<file path="src/rtl/inst_prefetch_unit_pkg.sv">
// Shared definitions for the instruction prefetch unit: fetch FSM encoding
// and the fixed AHB transfer size.
package inst_prefetch_unit_pkg;

  typedef enum logic [1:0] {
    ST_ADDR = 2'd0,
    ST_DATA = 2'd1,
    ST_DROP = 2'd2,
    ST_HOLD = 2'd3
  } fetch_state_e;

  localparam logic [2:0] HSIZE_WORD = 3'b010;

endpackage

</file>
<file path="src/rtl/inst_prefetch_unit_fetch_queue.sv">
// Circular prefetch queue holding {pc, instruction} entries; flush wins over
// push/pop and the head reads as zero whenever the queue is empty.
module fetch_queue #(
  parameter int unsigned DEPTH = 4,
  parameter int unsigned WIDTH = 96
) (
  input  logic                         CLK,
  input  logic                         reset,
  input  logic                         flush,
  input  logic                         push,
  input  logic [WIDTH-1:0]             push_data,
  input  logic                         pop,
  output logic [WIDTH-1:0]             head,
  output logic [$clog2(DEPTH+1)-1:0]   count
);

  localparam int unsigned AW = $clog2(DEPTH);

  logic [WIDTH-1:0] mem [DEPTH];
  logic [AW-1:0]    rd_ptr;
  logic [AW-1:0]    wr_ptr;

  always_ff @(posedge CLK) begin
    if (push && !flush) begin
      mem[wr_ptr] <= push_data;
    end
  end

  // Pointers wrap naturally because DEPTH is a power of two.
  always_ff @(posedge CLK or posedge reset) begin
    if (reset) begin
      rd_ptr <= '0;
      wr_ptr <= '0;
      count  <= '0;
    end else if (flush) begin
      rd_ptr <= '0;
      wr_ptr <= '0;
      count  <= '0;
    end else begin
      if (push) begin
        wr_ptr <= wr_ptr + AW'(1);
      end
      if (pop) begin
        rd_ptr <= rd_ptr + AW'(1);
      end
      unique case ({push, pop})
        2'b10:   count <= count + 1'b1;
        2'b01:   count <= count - 1'b1;
        default: count <= count;
      endcase
    end
  end

  always_comb begin
    head = '0;
    if (count != '0) begin
      head = mem[rd_ptr];
    end
  end

endmodule

</file>
<file path="src/rtl/inst_prefetch_unit.sv">
// AHB-style instruction prefetcher: one outstanding read at a time, slices the
// bus beat into instructions and buffers them in fetch_queue; redirect flushes.
module inst_prefetch_unit
  import inst_prefetch_unit_pkg::*;
#(
  parameter int unsigned     XLEN     = 64,
  parameter int unsigned     ILEN     = 32,
  parameter int unsigned     DEPTH    = 4,
  parameter logic [XLEN-1:0] RESET_PC = '0
) (
  input  logic            CLK,
  input  logic            reset,
  output logic [XLEN-1:0] HADDR,
  output logic            HTRANS,
  output logic [2:0]      HSIZE,
  input  logic            HREADY,
  input  logic [XLEN-1:0] HRDATA,
  input  logic            redirect_valid,
  input  logic [XLEN-1:0] redirect_pc,
  input  logic            inst_ready,
  output logic            inst_valid,
  output logic [ILEN-1:0] inst,
  output logic [XLEN-1:0] inst_pc
);

  localparam int unsigned NSLOT = XLEN / ILEN;
  localparam int unsigned SELW  = (NSLOT > 1) ? $clog2(NSLOT) : 1;
  localparam int unsigned CW    = $clog2(DEPTH + 1);
  localparam int unsigned QW    = XLEN + ILEN;

  fetch_state_e    state, state_n;
  logic [XLEN-1:0] fetch_pc, fetch_pc_n, haddr_q;
  logic            kill, kill_n;
  logic            push, pop;
  logic [CW-1:0]   count;
  logic [QW-1:0]   head;
  logic [SELW-1:0] slot;
  logic [ILEN-1:0] slice;
  logic [CW:0]     occ_pop, occ_push;
  logic            room_pop, room_push;

  generate
    if (NSLOT > 1) begin : g_slot
      assign slot = fetch_pc[SELW+1:2];
    end else begin : g_noslot
      assign slot = '0;
    end
  endgenerate

  always_comb begin
    slice = HRDATA[ILEN*slot +: ILEN];
  end

  assign pop = inst_valid & inst_ready & ~redirect_valid;

  // Occupancy after this edge, with and without the data-phase push.
  always_comb begin
    occ_pop   = {1'b0, count} - (CW+1)'(pop);
    occ_push  = {1'b0, count} + (CW+1)'(1) - (CW+1)'(pop);
    room_pop  = occ_pop  < (CW+1)'(DEPTH);
    room_push = occ_push < (CW+1)'(DEPTH);
  end

  always_ff @(posedge CLK or posedge reset) begin
    if (reset) begin
      state <= ST_ADDR;
    end else begin
      state <= state_n;
    end
  end

  // A redirect during a stalled address phase sets kill so the phase finishes
  // on its original address and its data is then dropped.
  always_comb begin
    state_n    = state;
    fetch_pc_n = fetch_pc;
    kill_n     = kill;
    push       = 1'b0;
    unique case (state)
      ST_ADDR: begin
        if (HREADY) begin
          state_n = (kill || redirect_valid) ? ST_DROP : ST_DATA;
          kill_n  = 1'b0;
        end else if (redirect_valid) begin
          kill_n = 1'b1;
        end
      end
      ST_DATA: begin
        if (redirect_valid) begin
          state_n = ST_DROP;
        end else if (HREADY) begin
          push       = 1'b1;
          fetch_pc_n = fetch_pc + XLEN'(4);
          state_n    = room_push ? ST_ADDR : ST_HOLD;
        end
      end
      ST_DROP: begin
        if (HREADY) begin
          state_n = (room_pop || redirect_valid) ? ST_ADDR : ST_HOLD;
        end
      end
      ST_HOLD: begin
        if (redirect_valid || room_pop) begin
          state_n = ST_ADDR;
        end
      end
      default: state_n = ST_ADDR;
    endcase
    if (redirect_valid) begin
      fetch_pc_n = redirect_pc & ~XLEN'(3);
    end
  end

  always_ff @(posedge CLK or posedge reset) begin
    if (reset) begin
      fetch_pc <= RESET_PC;
      haddr_q  <= RESET_PC;
      kill     <= 1'b0;
    end else begin
      fetch_pc <= fetch_pc_n;
      kill     <= kill_n;
      if (state_n == ST_ADDR && state != ST_ADDR) begin
        haddr_q <= fetch_pc_n;
      end
    end
  end

  always_comb begin
    HTRANS = (state == ST_ADDR);
    HSIZE  = HSIZE_WORD;
    HADDR  = haddr_q;
  end

  fetch_queue #(
    .DEPTH (DEPTH),
    .WIDTH (QW)
  ) u_queue (
    .CLK       (CLK),
    .reset     (reset),
    .flush     (redirect_valid),
    .push      (push),
    .push_data ({fetch_pc, slice}),
    .pop       (pop),
    .head      (head),
    .count     (count)
  );

  always_comb begin
    inst_valid = (count != '0);
    inst       = head[ILEN-1:0];
    inst_pc    = head[QW-1:ILEN];
  end

endmodule

</file>
<file path="config.mk">
export PLATFORM = sky130hd
export DESIGN_NAME = inst_prefetch_unit
export DESIGN_NICKNAME = d
export VERILOG_FILES = /design/src/rtl/inst_prefetch_unit_pkg.sv /design/src/rtl/inst_prefetch_unit_fetch_queue.sv /design/src/rtl/inst_prefetch_unit.sv
export SDC_FILE = /design/constraint.sdc
export NUM_CORES = 1
export LEC_CHECK = 0
export ABC_AREA = 1
export CAP_MARGIN = 5
export CORE_MARGIN = 5
export CORE_UTILIZATION = 50
export CTS_CLUSTER_SIZE = 16
export DETAILED_ROUTE_END_ITERATION = 6
export PLACE_DENSITY_LB_ADDON = 0.3
export SYNTH_ARGS = -nofsm -noshare
export SYNTH_HDL_FRONTEND = slang
export SYNTH_SLANG_ARGS = --single-unit
</file>
<file path="constraint.sdc">
create_clock -name CLK -period 5.68 [get_ports CLK]
set_clock_uncertainty 0.1 [all_clocks]
set_input_delay 0.568 -clock CLK [delete_from_list [all_inputs] [get_ports CLK]]
set_output_delay 0.568 -clock CLK [all_outputs]
set_load 0.01 [all_outputs]
</file>
==> summary.md <==
| Metric | Value |
|---|---|
| Outcome | `finished clean` |
| Final min period | `4230 ps` |
| DP Wirelength | `39.8 mm` |
| WP data required | `5010 ps` |
| Pin count of the biggest net entering global routing | `111` |
| RSZ-0062 raised after global routing | `false` |
| Post-synthesis adder-cell area fraction | `0.00363` |
| DRC viols | `0` |
| Final period utilization | `0.745` |
| DR WL met2 | `28.6 mm` |
| Share of cells above drive strength 1 | `0.0593` |
| Vias | `17200` |
| Yosys top cell area share | `0.507` |
| Total power | `11.8 mW` |
| Final GP Congestion | `0.888` |
| Clock tree sinks | `522` |
| # diodes | `0` |
| Clock insertion delay at the later pin of the skew report | `600 ps` |
| FP Rows | `78` |
| GRT Overall Usage | `0.242` |
| Crit. End Element | `primary output` |
| Met1 Wirelength | `27.0 mm` |
| Core area | `45200 sq um` |
| Leakage | `10.6 nW` |
| Max Root-Sink Buffers | `3` |
| Simple-Gate Fraction of Synth Area | `0.209` |
| Clock buffer count from CTS | `52` |
| Starting Density | `0.503` |
| Placed instance area | `26200 sq um` |
| Synth top area cells | `edfxtp_1 (51%), dfrtp_1 (15%), nand2_1 (8.6%)` |
| Register bit total from synthesis | `522` |
| Critical Path, Cell by Cell | `buf_4 > nor2_1 > nor2_1 > o21ai_0 > a21oi_1 > clkdlybuf4s50_1` |
| Antenna violations before repair | `3` |
| Post-synthesis mux area share | `0` |
| Yosys cell types | `49` |
| Post-cts resize count | `0` |
| CTS tree | `done` |
| Post-CTS Hold Buffers | `0` |
| Width of the die | `223 microns` |
| Routed WL per cell | `19.5 microns` |
| Relative slew slack | `0.228` |
| Max Clock Freq | `236 MHz` |
| Die area | `49800 sq um` |
| Min setup slack post-route | `1450 ps` |
| Final Cell Area | `27800 sq um` |
| WP data arrival | `3560 ps` |
| Vias in the first global route | `17000` |
| Ports | `298` |
| Clk slew on worst S/H paths | `60 ps` |
| Buffer count from post-CTS setup fixing | `0` |
| Number of antenna-violating nets in the routed design | `0` |
| Sequential cell area | `15000 sq um` |
| H-Tree Depth | `2` |
| Met3 wire len | `4.34 mm` |
| Maximum VDD drop | `0.311 mV` |
| Endpoints failing hold | `0` |
| Port bufs | `292` |
| Cells after Synth | `2285` |
| Non-Filler Instances | `3179` |
| GRT Residual Overflow | `0` |
| Layout net count | `2679` |
| Placed Cells | `3086` |
| Syn Area/Cell | `9.95 sq um` |
| Floorplan die height | `223 microns` |
| Max-cap check violation count | `0` |
| Root buffer cell | `clkbuf_16` |
| Worst Max-Slew Pin Slew | `1150 ps` |
| Crit Path Max Fanout | `72` |
| First-pass GRT wire length | `95.1 mm` |
| CP peak stage delay | `850 ps` |
| CP Buf/Inv Count | `2` |
| Register area share after synthesis | `0.659` |
| Final setup fails | `0` |
| Syn-to-layout area delta | `22.3%` |
| Synthesized cell area | `22700 sq um` |
| Area share of xor/xnor cells in the synthesized design | `0.00847` |
| Count of yosys warnings during synthesis | `0` |
| Pins Over Slew Limit | `0` |
| Crit path top cell by count | `nor2_1` |
| Max Used Layer | `met5` |
| Final Util | `0.615` |
| First drt pass iteration count | `6` |
| Leading area contributor after synthesis | `edfxtp_1` |
| Vias per cell | `5.42` |
| Area of the multi-input gates | `6960 sq um` |
| Final Routed Wirelength | `62.0 mm` |
| Largest family of logic cells by synthesized area | `simple AND/OR/NAND/NOR gates` |
| Fill cell total of the finished layout | `3590` |
| Initial drt markers | `1734` |
| Critical path launch point type | `flip-flop` |
| Worst min path class | `flip-flop to flip-flop` |
| Crit path kind | `flip-flop to primary output` |
| Crit path max-delay family | `buffers and inverters` |
| Pre-CTS setup slack | `1870 ps` |
| Compound-gate portion of the synthesized area | `0.0829` |
| Pwr dens | `425 nW/um^2` |
| Slowest cell on crit path | `dfrtp_4` |
-- layout by cell type (no fill, tap or decap), types with 14 or more instances in the layout --
cell / n
a21oi_1: 102
buf_4: 14
clkbuf_1: 18
clkbuf_16: 52
clkdlybuf4s50_1: 291
dfrtp_1: 136
edfxtp_1: 384
inv_1: 87
nand2_1: 520
nand3_1: 71
nand4_1: 14
nor2_1: 483
o21ai_0: 228
xor2_1: 15
-- through the flow --
| stage | hold WS (ps) | TNS (ps) |
|---|---|---|
| 2_1_floorplan | 376 | -45110 |
| 3_3_place_gp | 359 | 0 |
| 3_5_place_dp | 359 | 0 |
| 4_1_cts | 375 | 0 |
| 5_1_grt | 397 | 0 |
| 6_report | 373 | 0 |
-- final timing paths --
kind	start	to	slack, ps	cells past startpoint
setup / recovery	u_queue.rd_ptr[0]	inst_pc[28]	1450	6
hold / removal	HADDR[8]	HADDR[8]	370	2
setup reg to reg	state[0]	u_queue.mem[1][80]	2470	7
hold reg to reg	HADDR[8]	HADDR[8]	370	2
max in group asynchronous	reset	u_queue.rd_ptr[1]	3770	3
min in group asynchronous	reset	HADDR[41]	380	2
-- power breakdown --
part | switching (mW) | internal (mW) | leakage (nW) | total, mW
clock | 1.39 | 1.84 | 0.774 | 3.23
combinational | 2.18 | 1.62 | 4.69 | 3.81
sequential | 0.333 | 4.46 | 5.16 | 4.79
total | 3.91 | 7.92 | 10.6 | 11.8
-- state kept, by name, summed over array words and instances (netlist names) --
signal	count
state	2
u_queue.wr_ptr	2
u_queue.count	3
u_queue.mem	384
kill	1
HADDR	64
u_queue.rd_ptr	2
fetch_pc	64
-- worst register-to-register path, delay by kind of cell, from the launching register on --
kind                   cells  cell delay [ps]
flip-flops                 1              400
AND/OR/NAND/NOR            4             1720
buffers and inverters      3              630
-- Yosys cell counts (all sizes together) --
cell,count
nand2,527
nor2,508
edfxtp,384
o21ai,240
dfrtp,138
a21oi,102
inv,92
nand3,78
clkbuf,75
buf,38
nand4,15
nor3,15
xor2,15
nand3b,7
or2,7
xnor2,7
ha,5
o21bai,4
a21boi,3
a31oi,3
and2,3
clkinv,3
o211ai,3
o21a,3
a21o,2
conb,2
a31o,1
fa,1
nor3b,1
o22a,1
o22ai,1
o31ai,1
-- routing by layer --
layer	vias to the layer above	global-route usage
li1	8141	-
met1	8293	0.343
met2	674	0.388
met3	107	0.0357
met4	4	0.0858
met5	-	0
-- logic make-up (layout without fill, tap and decap cells) --
group,Yosys count,in the layout
buf+inv,208,501
fa+ha+maj,6,6
simple gates,1161,1161
other cells,2,3
flops,522,522
xor+xnor,22,22
compound gates,364,364
-- final cells by class --
class                   instances  share of cell area
flip-flops and latches        522               0.539
multi-input cells            1556               0.250
repair buffers                313               0.114
clock buffers                  72              0.0500
well taps                     600              0.0270
inverters                      95              0.0132
clock inverters                21             0.00675
Power figures use the tool's default switching activity.
